===== src/rtl/uart_recv.sv =====
// 8N1 UART receiver: 2-flop synchroniser, 3-sample majority vote per bit, false-start rejection.
// Byte/frame-error pulses one cycle after the stop-bit vote; no backpressure, DATA holds until next good byte.
module uart_recv #(
    parameter int CLKS_PER_BIT = 434
) (
    input  logic       CLK,
    input  logic       RST,
    input  logic       RXD,
    output logic [7:0] DATA,
    output logic       DATA_READY,
    output logic       FRAME_ERR,
    output logic       IDLE
);

    localparam int C  = CLKS_PER_BIT;
    localparam int M  = C / 2;
    localparam int CW = $clog2(C);

    localparam logic [1:0] S_IDLE  = 2'd0;
    localparam logic [1:0] S_START = 2'd1;
    localparam logic [1:0] S_DATA  = 2'd2;
    localparam logic [1:0] S_STOP  = 2'd3;

    localparam logic [CW-1:0] CNT_LAST = CW'(C - 1);
    localparam logic [CW-1:0] CNT_SM1  = CW'(M - 1);
    localparam logic [CW-1:0] CNT_SM   = CW'(M);
    localparam logic [CW-1:0] CNT_SP1  = CW'(M + 1);
    localparam logic [CW-1:0] CNT_ONE  = CW'(1);

    logic          r_sync1;
    logic          r_rxd_s;
    logic          r_rxd_prev;
    logic [1:0]    r_state;
    logic [CW-1:0] r_cnt;
    logic [2:0]    r_bit;
    logic          r_s0;
    logic          r_s1;
    logic [7:0]    r_shift;
    logic [7:0]    r_data;
    logic          r_dv;
    logic          r_fe;

    logic          w_vote;
    logic          w_fall;

    // Third sample is the live synchronised value at offset M+1.
    assign w_vote = (r_s0 & r_s1) | (r_s0 & r_rxd_s) | (r_s1 & r_rxd_s);
    assign w_fall = ~r_rxd_s & r_rxd_prev;

    always_ff @(posedge CLK) begin
        if (RST) begin
            r_sync1    <= 1'b1;
            r_rxd_s    <= 1'b1;
            r_rxd_prev <= 1'b1;
            r_state    <= S_IDLE;
            r_cnt      <= '0;
            r_bit      <= '0;
            r_s0       <= 1'b0;
            r_s1       <= 1'b0;
            r_shift    <= '0;
            r_data     <= '0;
            r_dv       <= 1'b0;
            r_fe       <= 1'b0;
        end else begin
            r_sync1    <= RXD;
            r_rxd_s    <= r_sync1;
            r_rxd_prev <= r_rxd_s;
            r_dv       <= 1'b0;
            r_fe       <= 1'b0;

            if (r_state != S_IDLE) begin
                r_cnt <= (r_cnt == CNT_LAST) ? '0 : r_cnt + 1'b1;
                if (r_cnt == CNT_SM1) r_s0 <= r_rxd_s;
                if (r_cnt == CNT_SM)  r_s1 <= r_rxd_s;
            end

            case (r_state)
                S_IDLE: begin
                    // Detection cycle counts as offset 0 of the start bit.
                    if (w_fall) begin
                        r_state <= S_START;
                        r_cnt   <= CNT_ONE;
                        r_bit   <= '0;
                    end
                end
                S_START: begin
                    if (r_cnt == CNT_SP1 && w_vote) begin
                        r_state <= S_IDLE;
                        r_cnt   <= '0;
                    end else if (r_cnt == CNT_LAST) begin
                        r_state <= S_DATA;
                    end
                end
                S_DATA: begin
                    if (r_cnt == CNT_SP1) r_shift <= {w_vote, r_shift[7:1]};
                    if (r_cnt == CNT_LAST) begin
                        if (r_bit == 3'd7) r_state <= S_STOP;
                        else               r_bit   <= r_bit + 3'd1;
                    end
                end
                default: begin
                    // Leave half a bit early so a slightly fast sender's next start edge is seen.
                    if (r_cnt == CNT_SP1) begin
                        r_state <= S_IDLE;
                        r_cnt   <= '0;
                        if (w_vote) begin
                            r_data <= r_shift;
                            r_dv   <= 1'b1;
                        end else begin
                            r_fe   <= 1'b1;
                        end
                    end
                end
            endcase
        end
    end

    assign DATA       = r_data;
    assign DATA_READY = r_dv;
    assign FRAME_ERR  = r_fe;
    assign IDLE       = (r_state == S_IDLE);

endmodule


===== config.mk =====
export PLATFORM = sky130hd
export DESIGN_NAME = uart_recv
export DESIGN_NICKNAME = d
export VERILOG_FILES = /design/src/rtl/uart_recv.sv
export SDC_FILE = /design/constraint.sdc
export NUM_CORES = 1
export LEC_CHECK = 0
export CELL_PAD_IN_SITES_DETAIL_PLACEMENT = 1
export CELL_PAD_IN_SITES_GLOBAL_PLACEMENT = 1
export CORE_MARGIN = 2
export CORE_UTILIZATION = 47
export DETAILED_ROUTE_END_ITERATION = 6
export GPL_TIMING_DRIVEN = 0
export MAX_ROUTING_LAYER = met4
export PLACE_DENSITY = 0.91
export RECOVER_POWER = 25
export SLEW_MARGIN = 20
export SYNTH_ARGS = -nofsm -noshare
export SYNTH_HDL_FRONTEND = slang
export SYNTH_SLANG_ARGS = --single-unit
export TNS_END_PERCENT = 20

===== constraint.sdc =====
create_clock -name CLK -period 3.7 [get_ports CLK]
set_input_delay 1.11 -clock CLK [delete_from_list [all_inputs] [get_ports CLK]]
set_output_delay 1.11 -clock CLK [all_outputs]
set_load 0.03 [all_outputs]

* After elaboration in Yosys (flattened, before gate mapping)
Index checks and enable logic that the tools add are counted.
** Word-level totals
- Flip-flop bits (word level) :: 37
- Output and inout bits :: 11
- Logic and storage cells :: 67
** Operators by class
- $add $sub $neg :: 2
- Eq/ne operators :: 12
- Multiplexer cells :: 19
- Bitwise operators :: 9
- Reductions and logical operators :: 13
** Operators with widths (number)
- two-way mux 9 bit :: 5
- == test 9 x 8 -> 1 bit (second input constant) :: 3
- one-hot mux 9 bit (3 select lines) :: 1
- two-way mux 2 bit :: 6
- adder 9 x 1 -> 9 bit (second input constant) :: 1
- == test 9 bit (second input constant) :: 1
- two-way mux 3 bit :: 3
- inequality test 2 bit (second input constant) :: 3
- one-hot mux 2 bit (3 select lines) :: 1
- one-hot mux 3 bit (2 select lines) :: 1
- AND reduction 2 bit :: 3
- AND reduction 5 bit :: 1
- OR reduction 5 bit :: 1
- bitwise AND 1 bit :: 4
- AND reduction 4 bit :: 1
- nonzero test 2 bit :: 2
- nonzero test 4 bit :: 1
- adder 3 x 1 -> 3 bit (second input constant) :: 1
- == test 3 bit (second input constant) :: 1
- inequality test 3 bit (second input constant) :: 1
- NOT 1 bit :: 3
- AND reduction 3 bit :: 1
- OR reduction 3 bit :: 1
- == test 2 x 1 -> 1 bit (second input constant) :: 1
- other kinds (6) :: 8

* Depth between registers and ports, before layout
- Depth in word-level cells :: 6
- Gate-level depth with buffers :: 8
- Mapped depth without buffers :: 7

* Least setup slack after synthesis
No wires, ideal clock.
- Path type :: register to output
- Start :: reg r_state[0]
- End :: out IDLE
- Arrival :: 798 ps
- Data required time :: 2590 ps
- Path slack :: 1792 ps
- Cell stages (with the launch flop) :: 3
- Cell sequence :: dfxtp_1 -> inv_1 -> ha_1
** On the way
- Longest elaborated chain between the ends :: 1
** RTL lines
- from (decl) :: RTL line 33 : logic [1:0] r_state;
- from (signal assigned) :: RTL line 55 : r_state <= S_IDLE;
- from (signal assigned) :: RTL line 81 : r_state <= S_START;
- from (signal assigned) :: RTL line 88 : r_state <= S_IDLE;
- zero test 2 bit :: RTL line 121 : assign IDLE = (r_state == S_IDLE);
- to (decl) :: RTL line 12 : output logic IDLE
No other way between the ends.

* Worst setup path in the final report
Same ends and word-level chain as after synthesis.

==> flow_results.xml <==
<?xml version="1.0" encoding="UTF-8"?>
<metrics>
  <group name="layout">
    <metric name="mostFrequentLayoutCell" unit="">sky130_fd_sc_hd__dfxtp_1</metric>
    <metric name="layout_common_cells" unit="">37 x sky130_fd_sc_hd__dfxtp_1, 28 x sky130_fd_sc_hd__nand2_1, 28 x sky130_fd_sc_hd__nor2_1</metric>
    <metric name="drive_gt1_frac" unit="">0.09005</metric>
    <metric name="fin_nets" unit="">225</metric>
    <metric name="insertedDiodeCount" unit="">0</metric>
    <metric name="area_delta_synth_final" unit="%">15.01</metric>
    <metric name="finalInstanceArea" unit="um2">1966</metric>
  </group>
  <group name="global_route">
    <metric name="groute.usage.overall" unit="">0.2476</metric>
    <metric name="grt_max_degree" unit="">12</metric>
    <metric name="antenna_found_initial" unit="">0</metric>
    <metric name="grt_remaining_overflow" unit="">0</metric>
    <metric name="first_global_vias" unit="">1541</metric>
    <metric name="wire_length_of_the_first_global_routing_pass" unit="mm">7.521</metric>
  </group>
  <group name="floorplanning">
    <metric name="boundary_pin_count" unit="">14</metric>
    <metric name="chipHeight" unit="um">64.31</metric>
    <metric name="core-area" unit="um2">3416</metric>
    <metric name="design.die.area" unit="um2">4135</metric>
    <metric name="dieWidth" unit="um">64.31</metric>
    <metric name="fp-row-count" unit="">21</metric>
    <metric name="floorplan.initialDensity" unit="">0.5004</metric>
  </group>
  <group name="clock_network">
    <metric name="cts_post_setup_buffers_inserted" unit="">0</metric>
    <metric name="cts_repair_resize_count" unit="">0</metric>
    <metric name="numCtsBuffers" unit="">5</metric>
    <metric name="cts.hold.buffers_added" unit="">0</metric>
    <metric name="h_tree_level_count" unit="">2</metric>
    <metric name="clock_tree_from_tritoncts" unit="">built</metric>
    <metric name="clock_insertion_delay_worst_skew" unit="ps">350</metric>
    <metric name="root_buffer" unit="">sky130_fd_sc_hd__clkbuf_4</metric>
    <metric name="clock_sinks" unit="">37</metric>
    <metric name="clock_tree_buf_depth" unit="">2</metric>
    <metric name="clock_slew_seen_by_the_registers_of_the_worst_setup_and_hold_paths" unit="ps">110</metric>
  </group>
  <group name="synthesis">
    <metric name="postSynth.topFlopCell" unit="">sky130_fd_sc_hd__dfxtp_1</metric>
    <metric name="syn_area" unit="um2">1709</metric>
    <metric name="net_count_after_synthesis" unit="">205</metric>
    <metric name="post_synth_inst_count" unit="">191</metric>
    <metric name="register_bit_count_reported_by_yosys" unit="">37</metric>
    <metric name="synth_cell_types" unit="">42</metric>
    <metric name="synthesis.yosys.warnings" unit="">0</metric>
    <metric name="async_flop_share" unit="">0</metric>
    <metric name="avgSynthCellArea" unit="um2">8.948</metric>
    <metric name="synth-edff-count" unit="">0</metric>
    <metric name="post_synthesis_sequential_area_ratio" unit="">0.4334</metric>
  </group>
  <group name="route">
    <metric name="num_vias" unit="">1440</metric>
    <metric name="met1Wirelength" unit="mm">1.969</metric>
    <metric name="first_iter_violations" unit="">74</metric>
    <metric name="routed-wl-met2" unit="mm">2.311</metric>
    <metric name="top_layer" unit="">met4</metric>
    <metric name="detail_route.vias_per_cell" unit="">5.603</metric>
    <metric name="drt_antenna_net_count" unit="">0</metric>
    <metric name="wl_per_cell" unit="um">17.64</metric>
    <metric name="detail_route.wirelength" unit="mm">4.534</metric>
    <metric name="drc_errors" unit="">0</metric>
    <metric name="detailedRoute.firstPassIterationCount" unit="">6</metric>
    <metric name="detailroute.wirelength.met3" unit="um">163</metric>
  </group>
  <group name="pwr">
    <metric name="power.clock.fraction" unit="">0.282</metric>
    <metric name="power.share.switching" unit="">0.3343</metric>
    <metric name="seq_power_share" unit="">0.440</metric>
    <metric name="p_per_area" unit="nW/um2">499.1</metric>
    <metric name="comb_power_share" unit="">0.278</metric>
    <metric name="vdd_ir_drop_max" unit="uV">270.8</metric>
    <metric name="leakagePower" unit="nW">0.8132</metric>
    <metric name="switching_power_of_the_nets" unit="W">0.0003280</metric>
    <metric name="p_int" unit="W">0.0006531</metric>
  </group>
  <group name="timing">
    <metric name="clock.fmax" unit="GHz">0.3452</metric>
    <metric name="min_period_over_period" unit="">0.7829</metric>
    <metric name="fin_tns_setup" unit="ps">0</metric>
    <metric name="maxSlewHeadroom" unit="">0.6552</metric>
    <metric name="layout_setup_ws" unit="ps">803.4</metric>
    <metric name="rsz0062_at_grt" unit="">no</metric>
    <metric name="hold-worst-slack" unit="ps">433.2</metric>
    <metric name="worst_pin_slew" unit="ps">517.1</metric>
    <metric name="finalWorstPathRequiredPeriod" unit="ps">2897</metric>
    <metric name="timing_hold_violations_final" unit="">0</metric>
    <metric name="worst_setup_skew_after_layout" unit="ps">6.381</metric>
    <metric name="drv_slew" unit="">0</metric>
    <metric name="count_of_final_setup_violators" unit="">0</metric>
  </group>
  <group name="setup_path">
    <metric name="regToRegStartpoint" unit="">r_cnt[4]</metric>
    <metric name="setup.worst_path.class" unit="">register to output port</metric>
    <metric name="critical_path_required" unit="ps">2590</metric>
    <metric name="critical_path.max_fanout" unit="">5</metric>
    <metric name="crit_path_start" unit="">r_state[0]</metric>
    <metric name="kind_of_end_point_of_the_critical_path" unit="">output port</metric>
    <metric name="worstPathArrival" unit="ps">1790</metric>
    <metric name="cp-start-kind" unit="">register</metric>
  </group>
  <group name="placement">
    <metric name="numPortBuffers" unit="">13</metric>
    <metric name="area_after_detailed_placement" unit="um2">1897</metric>
    <metric name="gp_congestion" unit="">0.8166</metric>
    <metric name="dp_worst_setup_slack" unit="ps">1003</metric>
    <metric name="half_perimeter_wire_length_after_detailed_placement" unit="mm">3.017</metric>
  </group>
  <group name="min_path">
    <metric name="worst_hold_startpoint" unit="">r_sync1</metric>
    <metric name="worstHoldPathType" unit="">register to register</metric>
  </group>
  <group name="job">
    <metric name="max_cap_violations" unit="">0</metric>
  </group>
  <group name="status">
    <metric name="outcome" unit="">finished, final reports clean</metric>
  </group>
</metrics>
==> logic make-up after synthesis <==
kind of cell / synth area share
mux: 0.07613
xor+xnor: 0.03587
compound gates: 0.08492
buf+inv: 0.03294
fa+ha+maj: 0.08711
flops: 0.4334
simple gates: 0.2496
==> state kept, by name, indices dropped and copies added, names as in the netlist <==
signal,count
r_rxd_s,1
r_rxd_prev,1
FRAME_ERR,1
r_s1,1
r_cnt,9
r_s0,1
r_shift,8
r_bit,3
r_sync1,1
r_state,2
DATA,8
DATA_READY,1
==> Yosys cell counts, types with 2 or more instances <==
| cell type | instances | area [um2] |
|---|---|---|
| sky130_fd_sc_hd__nor2b_1 | 2 | 12.51 |
| sky130_fd_sc_hd__inv_1 | 8 | 30.03 |
| sky130_fd_sc_hd__a21oi_1 | 13 | 65.06 |
| sky130_fd_sc_hd__nor3_1 | 2 | 10.01 |
| sky130_fd_sc_hd__dfxtp_1 | 37 | 740.7 |
| sky130_fd_sc_hd__nor2_1 | 28 | 105.1 |
| sky130_fd_sc_hd__nand4_1 | 2 | 12.51 |
| sky130_fd_sc_hd__and2_1 | 4 | 25.02 |
| sky130_fd_sc_hd__ha_1 | 11 | 137.6 |
| sky130_fd_sc_hd__or2_2 | 3 | 18.77 |
| sky130_fd_sc_hd__a31oi_1 | 2 | 12.51 |
| sky130_fd_sc_hd__xor2_1 | 3 | 26.28 |
| sky130_fd_sc_hd__nand3_1 | 2 | 10.01 |
| sky130_fd_sc_hd__xnor2_1 | 4 | 35.03 |
| sky130_fd_sc_hd__nand2_1 | 28 | 105.1 |
| sky130_fd_sc_hd__mux2i_1 | 13 | 130.1 |
| sky130_fd_sc_hd__clkbuf_1 | 4 | 15.01 |
==> metal layers <==
metal / up-vias / global-route usage
met4: 0 / 0.07181
li1: 681 / -
met3: 12 / 0.06514
met2: 27 / 0.4297
met5: - / -
met1: 720 / 0.2807
==> stage by stage <==
stage | utilization | total power, W | instances
finish | 0.5755 | 0.0009811 | 257
global route | 0.5755 | 0.001033 | 257
CTS | 0.5766 | 0.0009816 | 257
detailed placement | 0.5553 | 0.0007022 | 250
global placement | 0.5553 | 0.0006822 | 250
floorplan | - | 0.0006313 | 191
==> worst paths after layout <==
path | end | slack, ps | depth (start not counted)
worst min-delay path | r_rxd_s | 430 | 1
worst min register to register | r_rxd_s | 430 | 1
worst max register to register | r_shift[6] | 1520 | 7
worst max-delay path | IDLE | 800 | 3
==> power groups by stage <==
stage | Combinational [W] | Clock (W) | Sequential [W]
3_3_place_gp | 0.000242 | 0 | 0.000440
3_5_place_dp | 0.000260 | 0 | 0.000442
5_1_grt | 0.000301 | 0.000298 | 0.000434
4_1_cts | 0.000271 | 0.000278 | 0.000432
2_1_floorplan | 0.000195 | 0 | 0.000436
6_report | 0.000272 | 0.000277 | 0.000432
==> worst max-delay path: stages, from the launching register on <==
cell                              delay (ps)
sky130_fd_sc_hd__dfxtp_1                 370
sky130_fd_sc_hd__inv_1                   120
sky130_fd_sc_hd__ha_1                    250
sky130_fd_sc_hd__clkdlybuf4s50_1         700
==> area by class of cell <==
class,instances,area (um2)
fillers,415,1450
multi-input cells,140,912.1
flip-flops and latches,37,740.7
repair buffers,13,130.1
well taps,46,57.56
clock buffers,5,37.54
clock inverters,2,35.03
inverters,8,30.03
plain buffers,6,22.52
No activity file was read; power rests on OpenSTA's default activity.
